===== src/rtl/rx_mac_filter_pkg.sv =====
// Shared types and constants for the RX MAC address filter.
//   state_t        : frame-tracking FSM states
//   BCAST_MAC      : broadcast destination address
//   RUNT_KEEP_MASK : tkeep bits that must all be set on a first beat (full DA)
//   wire_to_mac()  : reorders the first six wire bytes into a 48-bit MAC value
package rx_mac_filter_pkg;

   typedef enum logic [1:0] {
      ST_FIRST = 2'd0,
      ST_PASS  = 2'd1,
      ST_DROP  = 2'd2
   } state_t;

   localparam logic [47:0] BCAST_MAC      = 48'hFFFF_FFFF_FFFF;
   localparam logic [5:0]  RUNT_KEEP_MASK = 6'h3F;

   // Wire byte 0 (tdata[7:0]) is the most significant MAC byte.
   function automatic logic [47:0] wire_to_mac(input logic [47:0] lo);
      logic [47:0] mac;
      for (int i = 0; i < 6; i++) begin
         mac[47-8*i -: 8] = lo[8*i +: 8];
      end
      return mac;
   endfunction

endpackage


===== src/rtl/rx_mac_filter_if.sv =====
// AXI4-Stream beat interface (64-bit data, 8-bit keep, last, user).
//   master : drives tdata/tkeep/tvalid/tlast/tuser, receives tready
//   slave  : receives tdata/tkeep/tvalid/tlast/tuser, drives tready
interface rx_mac_filter_if;
   logic [63:0] tdata;
   logic [7:0]  tkeep;
   logic        tvalid;
   logic        tlast;
   logic        tuser;
   logic        tready;

   modport master (output tdata, tkeep, tvalid, tlast, tuser, input tready);
   modport slave  (input tdata, tkeep, tvalid, tlast, tuser, output tready);
endinterface


===== src/rtl/rx_mac_filter_axis_out_reg.sv =====
// 1-deep AXI4-Stream output register (data, keep, last, user).
//   clk156, reset : clock, synchronous active-high reset
//   in_*          : beat to load, in_valid qualifies it
//   in_ready      : register can take a beat this cycle (empty or draining)
//   m_axis        : registered output stream
module axis_out_reg (
   input  logic                   clk156,
   input  logic                   reset,
   input  logic                   in_valid,
   input  logic [63:0]            in_tdata,
   input  logic [7:0]             in_tkeep,
   input  logic                   in_tlast,
   input  logic                   in_tuser,
   output logic                   in_ready,
   rx_mac_filter_if.master        m_axis
);

   logic        valid_q, valid_d;
   logic [63:0] tdata_q, tdata_d;
   logic [7:0]  tkeep_q, tkeep_d;
   logic        tlast_q, tlast_d;
   logic        tuser_q, tuser_d;

   always_comb begin
      in_ready = !valid_q || m_axis.tready;
      valid_d  = valid_q;
      tdata_d  = tdata_q;
      tkeep_d  = tkeep_q;
      tlast_d  = tlast_q;
      tuser_d  = tuser_q;
      if (in_valid && in_ready) begin
         valid_d = 1'b1;
         tdata_d = in_tdata;
         tkeep_d = in_tkeep;
         tlast_d = in_tlast;
         tuser_d = in_tuser;
      end else if (m_axis.tready) begin
         valid_d = 1'b0;
      end
   end

   always_ff @(posedge clk156) begin
      if (reset) begin
         valid_q <= 1'b0;
         tdata_q <= '0;
         tkeep_q <= '0;
         tlast_q <= 1'b0;
         tuser_q <= 1'b0;
      end else begin
         valid_q <= valid_d;
         tdata_q <= tdata_d;
         tkeep_q <= tkeep_d;
         tlast_q <= tlast_d;
         tuser_q <= tuser_d;
      end
   end

   assign m_axis.tvalid = valid_q;
   assign m_axis.tdata  = tdata_q;
   assign m_axis.tkeep  = tkeep_q;
   assign m_axis.tlast  = tlast_q;
   assign m_axis.tuser  = tuser_q;

endmodule


===== src/rtl/rx_mac_filter.sv =====
// RX MAC destination-address filter with pass/drop frame counters.
//   clk156, reset            : clock, synchronous active-high reset
//   s_axis                   : incoming frame stream
//   m_axis                   : filtered frame stream (1-cycle registered)
//   my_mac/promisc_en/mcast_en : filter config, sampled on each first beat
//   pkts_passed/pkts_dropped : saturating frame counters
//
// state    | meaning
// ---------+-----------------------------------------------------------
// ST_FIRST | next accepted beat starts a frame; decision made from it
// ST_PASS  | mid-frame, beats forwarded to the output register
// ST_DROP  | mid-frame, beats consumed and discarded
module rx_mac_filter
   import rx_mac_filter_pkg::*;
#(
   parameter int CNT_WIDTH = 32
) (
   input  logic                 clk156,
   input  logic                 reset,
   rx_mac_filter_if.slave       s_axis,
   rx_mac_filter_if.master      m_axis,
   input  logic [47:0]          my_mac,
   input  logic                 promisc_en,
   input  logic                 mcast_en,
   output logic [CNT_WIDTH-1:0] pkts_passed,
   output logic [CNT_WIDTH-1:0] pkts_dropped
);

   state_t               state_q, state_d;
   logic [CNT_WIDTH-1:0] passed_q, passed_d;
   logic [CNT_WIDTH-1:0] dropped_q, dropped_d;

   logic [47:0] da;
   logic        runt;
   logic        pass_dec;
   logic        fwd;
   logic        hs;
   logic        out_ready;
   logic        out_valid;

   // Decision and handshake. Only forwarded beats see output backpressure;
   // dropped beats are always accepted.
   always_comb begin
      da       = wire_to_mac(s_axis.tdata[47:0]);
      runt     = s_axis.tkeep[5:0] != RUNT_KEEP_MASK;
      pass_dec = !runt && (promisc_en || (da == my_mac) || (da == BCAST_MAC) ||
                           (mcast_en && s_axis.tdata[0]));
      fwd      = (state_q == ST_FIRST) ? pass_dec : (state_q == ST_PASS);
      s_axis.tready = 1'b0;
      if (!reset) begin
         s_axis.tready = fwd ? out_ready : 1'b1;
      end
      hs        = s_axis.tvalid && s_axis.tready;
      out_valid = hs && fwd;
   end

   always_comb begin
      state_d   = state_q;
      passed_d  = passed_q;
      dropped_d = dropped_q;
      unique case (state_q)
         ST_FIRST: begin
            if (hs) begin
               if (!s_axis.tlast) begin
                  state_d = pass_dec ? ST_PASS : ST_DROP;
               end
               if (pass_dec) begin
                  if (passed_q != '1) passed_d = passed_q + 1'b1;
               end else begin
                  if (dropped_q != '1) dropped_d = dropped_q + 1'b1;
               end
            end
         end
         ST_PASS, ST_DROP: begin
            if (hs && s_axis.tlast) state_d = ST_FIRST;
         end
         default: state_d = ST_FIRST;
      endcase
   end

   always_ff @(posedge clk156) begin
      if (reset) begin
         state_q   <= ST_FIRST;
         passed_q  <= '0;
         dropped_q <= '0;
      end else begin
         state_q   <= state_d;
         passed_q  <= passed_d;
         dropped_q <= dropped_d;
      end
   end

   assign pkts_passed  = passed_q;
   assign pkts_dropped = dropped_q;

   axis_out_reg u_out_reg (
      .clk156   (clk156),
      .reset    (reset),
      .in_valid (out_valid),
      .in_tdata (s_axis.tdata),
      .in_tkeep (s_axis.tkeep),
      .in_tlast (s_axis.tlast),
      .in_tuser (s_axis.tuser),
      .in_ready (out_ready),
      .m_axis   (m_axis)
   );

endmodule


===== src/flat_wrapper.sv =====
// flat-port wrapper written by rule: the top's interface ports become plain ports
module rx_mac_filter_flat import rx_mac_filter_pkg::*;
#(
   parameter int CNT_WIDTH = 32
)
  (clk156, reset, my_mac, promisc_en, mcast_en, pkts_passed, pkts_dropped, s_axis_tdata, s_axis_tkeep, s_axis_tvalid, s_axis_tlast, s_axis_tuser, s_axis_tready, m_axis_tdata, m_axis_tkeep, m_axis_tvalid, m_axis_tlast, m_axis_tuser, m_axis_tready);
  rx_mac_filter_if s_axis_i ();
  rx_mac_filter_if m_axis_i ();
  input  logic clk156;
  input  logic reset;
  input  logic [47:0] my_mac;
  input  logic promisc_en;
  input  logic mcast_en;
  output logic [CNT_WIDTH-1:0] pkts_passed;
  output logic [CNT_WIDTH-1:0] pkts_dropped;
  input wire logic [$bits(s_axis_i.tdata)-1:0] s_axis_tdata;
  input wire logic [$bits(s_axis_i.tkeep)-1:0] s_axis_tkeep;
  input wire logic [$bits(s_axis_i.tvalid)-1:0] s_axis_tvalid;
  input wire logic [$bits(s_axis_i.tlast)-1:0] s_axis_tlast;
  input wire logic [$bits(s_axis_i.tuser)-1:0] s_axis_tuser;
  output wire logic [$bits(s_axis_i.tready)-1:0] s_axis_tready;
  output wire logic [$bits(m_axis_i.tdata)-1:0] m_axis_tdata;
  output wire logic [$bits(m_axis_i.tkeep)-1:0] m_axis_tkeep;
  output wire logic [$bits(m_axis_i.tvalid)-1:0] m_axis_tvalid;
  output wire logic [$bits(m_axis_i.tlast)-1:0] m_axis_tlast;
  output wire logic [$bits(m_axis_i.tuser)-1:0] m_axis_tuser;
  input wire logic [$bits(m_axis_i.tready)-1:0] m_axis_tready;
  assign s_axis_i.tdata = s_axis_tdata;
  assign s_axis_i.tkeep = s_axis_tkeep;
  assign s_axis_i.tvalid = s_axis_tvalid;
  assign s_axis_i.tlast = s_axis_tlast;
  assign s_axis_i.tuser = s_axis_tuser;
  assign s_axis_tready = s_axis_i.tready;
  assign m_axis_tdata = m_axis_i.tdata;
  assign m_axis_tkeep = m_axis_i.tkeep;
  assign m_axis_tvalid = m_axis_i.tvalid;
  assign m_axis_tlast = m_axis_i.tlast;
  assign m_axis_tuser = m_axis_i.tuser;
  assign m_axis_i.tready = m_axis_tready;
  rx_mac_filter #(.CNT_WIDTH(CNT_WIDTH)) u_core (.clk156(clk156), .reset(reset), .s_axis(s_axis_i), .m_axis(m_axis_i), .my_mac(my_mac), .promisc_en(promisc_en), .mcast_en(mcast_en), .pkts_passed(pkts_passed), .pkts_dropped(pkts_dropped));
endmodule

===== config.mk =====
export PLATFORM = sky130hd
export DESIGN_NAME = rx_mac_filter_flat
export DESIGN_NICKNAME = d
export VERILOG_FILES = /design/src/rtl/rx_mac_filter_pkg.sv /design/src/rtl/rx_mac_filter_if.sv /design/src/rtl/rx_mac_filter_axis_out_reg.sv /design/src/rtl/rx_mac_filter.sv /design/src/flat_wrapper.sv
export SDC_FILE = /design/constraint.sdc
export NUM_CORES = 1
export LEC_CHECK = 0
export ABC_AREA = 1
export CORE_ASPECT_RATIO = 0.6
export CORE_MARGIN = 3
export CORE_UTILIZATION = 46
export DETAILED_ROUTE_END_ITERATION = 8
export PLACE_DENSITY = 0.85
export SLEW_MARGIN = 20
export SYNTH_ARGS = -nofsm -noshare
export SYNTH_HDL_FRONTEND = slang
export SYNTH_SLANG_ARGS = --single-unit

===== constraint.sdc =====
create_clock -name clk156 -period 2.8 [get_ports clk156]
set_clock_uncertainty 0.1 [all_clocks]
set_input_delay 0.56 -clock clk156 [delete_from_list [all_inputs] [get_ports clk156]]
set_output_delay 0.56 -clock clk156 [all_outputs]
set_load 0.02 [all_outputs]

==> results by group <==
Run status
  • Status: completed

Timing
  • Final-report max-slew violation count: 0
  • Fmax: between 300 and 400 MHz
  • Max transition margin: 0.3207
  • Endpoints failing setup: 0
  • Final hold violation count: 0
  • Worst hold slack: 0.3438 ns
  • Final Cycle Share: 0.9738
  • Slew @ Worst Pin: 1.019 ns
  • Min cycle time layout: ~2.7 ns

Synthesis
  • Synth Area in Adders: 0.006670
  • Mapped Cells: approximately 1100
  • Synth Area in Simple Gates: 0.3615
  • Area leader, netlist: dfxtp_1
  • Post-Syn Area: 0.007503 mm2
  • Synth top area share: 0.3762
  • Combinational family with the most area after synthesis: simple AND/OR/NAND/NOR gates
  • Synth Area in XOR/XNOR: 0.08754
  • Synth warn: 0
  • #FFs+latches synth: 141
  • Compound-Gate Fraction of Synth Area: 0.09305
  • Post-synth EDFFs: 0
  • Post-Synthesis Net Count: approximately 1300
  • Ys async rst share: 0
  • Sequential share of the synthesized area: 0.3762
  • Most common cell in the synthesized netlist: nand2_1
  • Mux share of post-synthesis cell area: 0
  • Post-synth cell types: 30
  • Avg Inst Size Synth: 6.688 um2
  • Commonest cells in the netlist: nand2_1 (380), dfxtp_1 (141), nor2_1 (132)
  • Dominant cells by area after synthesis: dfxtp_1 (38%), nand2_1 (19%), a21oi_1 (8.0%)
  • Top_reg_cell synth: dfxtp_1

Layout
  • Syn-to-layout area delta: 51.86%
  • Final Util: 0.7289
  • Fin area: around 0.011 mm2
  • Register area: about 0.0028 mm2
  • # nets final: between 1500 and 2000
  • Area of the multi-input gates: around 0.0042 mm2
  • Share of post-route cells with drive strength above 1: 0.09524
  • Fillers: 1309

Clock tree
  • Cts hold-fix bufs: 0
  • Reg clk slew, reported paths: 0.06 ns
  • CTS root buf: clkbuf_16
  • CTS tree: done
  • H-tree depth: 4
  • Clk sink count: 141
  • Cts bufs inserted: 17
  • Skew-Pair Late Insertion Delay: 0.41 ns
  • CTS max path bufs: 2

Critical path
  • Capture point of the worst reg-to-reg path: u_core.pkts_passed[26]
  • Crit-path cells: dlygate4sd2_1 -> buf_6 -> xnor2_2 -> nand2_1 -> nor2_1 -> nand2_1 -> nor2_2 -> nand3_2 -> nand2_2 -> nand3_2 -> nand2_2 -> a21oi_4 -> buf_6
  • Slowest cell on the critical path: dlygate4sd2_1
  • Worst Path Max Fanout: 2
  • Critical Path Source Type: input port
  • Type of the worst setup path: input port to output port
  • FF-to-FF Start: u_core.pkts_passed[1]
  • CP endpoint kind: output port
  • Max stage delay on crit path: 0.26 ns
  • Reg2Reg Depth: 15
  • Required time worst endpoint: around 2.1 ns
  • Reg2Reg Setup Slack: around 0.28 ns
  • Arrival @ worst endpoint: 2.07 ns

Floorplanning
  • Die Y: 104.9 um
  • Num ports: 268
  • CORE AREA: roughly 0.016 mm2
  • Die width: around 170 um
  • Die area: 0.01793 mm2
  • Starting density of the core: 0.4800
  • Row cnt: 35

Place
  • IO Port Bufs: 267
  • GPL Wtd Cong: between 0.9 and 1
  • DP Area: 0.01062 mm2
  • Hpwl dp: 19320 um

Global routing
  • First-pass GRT wire length: between 40000 and 50000 um
  • Total gr overflow: 0
  • Number of global-route vias before repair: between 7000 and 8000
  • Initial antenna violation count: 1
  • Largest net degree at the start of global routing: 97
  • GRT Total Usage: 0.2792

Min path
  • Min-delay worst type: input port to register
  • Worst hold start: s_axis_tdata[5]
  • Hold EP: u_core.u_out_reg.m_axis.tdata[5]
  • Hold depth: 3

Route
  • First-pass iteration count of the detailed router: 5
  • Vias per Instance: 5.241
  • DRC: 0
  • Highest routed metal layer: met4
  • Via count: roughly 8600
  • Initial DRC count: 783
  • Antenna Nets Post-Route: 0
  • Met3 Wirelength: 2341 um
  • Drt total wl: 26300 um
  • Wire per inst: between 15 and 20 um
  • Met2 routed WL: 11420 um
  • DRT met1 WL: 12150 um

Power and ir drop
  • Sw power: 0.001505 W
  • P_int: 0.004057 W
  • PD cells: 488.1 mW/mm2
  • Leak: 4.441 nW
  • Maximum vdd drop: 0.4218 mV
  • Switching Share: 0.2706
  • Logic pwr share: 0.167
  • Clock share of power: 0.460
  • Sequential power share: 0.373

Flow run
  • # Max-Cap Violations: 0
## metal layers
layer	vias to the layer above	GRT usage
met1	3927	0.4026
met4	0	0.05683
met2	394	0.4290
li1	4197	-
met3	36	0.06276
met5	-	0
## cells by family (layout without fill, tap and decap cells)
| group | Yosys count | after routing |
|---|---|---|
| buffers and inverters | 126 | 432 |
| and+or+nand+nor | 642 | 642 |
| xor gates and xnor gates | 75 | 75 |
| adders and majority gates | 4 | 4 |
| other | 0 | 1 |
| DFF | 141 | 141 |
| AOI/OAI and AO/OA | 134 | 134 |
## flip-flops by register name, summed over array words and instances, names as in the netlist
name                            flops
u_core.pkts_dropped                32
u_core.u_out_reg.m_axis.tlast       1
u_core.u_out_reg.m_axis.tkeep       8
u_core.pkts_passed                 32
u_core.state_q                      2
u_core.u_out_reg.m_axis.tuser       1
u_core.u_out_reg.m_axis.tvalid      1
u_core.u_out_reg.m_axis.tdata      64
## power groups by stage
stage          Clock [W]  Combinational, W  Sequential (W)
3_5_place_dp           0          0.000932         0.00212
3_3_place_gp           0          0.000899         0.00212
2_1_floorplan          0          0.000448         0.00215
4_1_cts          0.00259          0.000912         0.00207
6_report         0.00256          0.000927         0.00208
5_1_grt          0.00268           0.00101         0.00208
## worst max-delay path, delay by kind of cell
family | cells | cell delay (ns)
simple gates | 8 | 0.75
xor+xnor | 1 | 0.14
buf+inv | 3 | 0.54
compound gates | 1 | 0.07
## cells in the final DEF (no fill, tap or decap), types with 4 or more instances in the layout
cell type / count
a21oi_1: 120
nand2_2: 4
o21ai_0: 10
nor4_1: 12
nor3_1: 28
clkbuf_16: 18
buf_12: 7
nand4_1: 50
nor2_1: 120
dlymetal6s2s_1: 28
nand2_1: 378
xor2_1: 29
nand3_1: 24
nand3_2: 4
nor2_2: 15
buf_4: 45
xnor2_1: 43
inv_1: 72
bufinv_16: 5
dfxtp_1: 140
dlygate4sd2_1: 58
clkdlybuf4s15_1: 4
inv_2: 6
clkbuf_2: 5
clkdlybuf4s50_1: 169
inv_6: 4
## final cells by class
class	instances	area share
multi-input combinational	855	0.3680
timing repair buffer	321	0.2776
sequential	141	0.2478
clock buffer	18	0.03766
inverter	79	0.02624
tap	203	0.02229
clock inverter	14	0.02020
antenna	1	0.0002196
## metrics by stage
step	cells	worst slack (ns)	total power (W)	setup TNS (ns)
2_1_floorplan	1122	0.3561	0.002603	0
3_5_place_dp	1596	-0.7813	0.003051	-76.39
6_report	1632	0.07347	0.005562	0
5_1_grt	1632	-0.04458	0.005766	-0.04458
3_3_place_gp	1596	-0.7875	0.003017	-72.67
4_1_cts	1630	0.0005334	0.005578	0
## what timing repair did
action / CTS / global route
pin swaps: 56 / 54
cloned: 0 / 1
gates resized for setup: 90 / 57
setup buffers: 2 / 0
setup endpoints to repair: 129 / 109
## worst max path at each step
stage,slack [ns],to,cells after the start,start
6_report,0.07,s_axis_tready,13,s_axis_tdata[44]
5_1_grt,-0.04,s_axis_tready,13,s_axis_tdata[44]
3_5_place_dp,-0.78,s_axis_tready,12,s_axis_tdata[40]
2_1_floorplan,0.36,s_axis_tready,12,s_axis_tdata[47]
4_1_cts,0.0005,s_axis_tready,12,s_axis_tdata[24]
3_3_place_gp,-0.79,s_axis_tready,13,s_axis_tdata[7]
No activity file was read; power rests on OpenSTA's default activity.
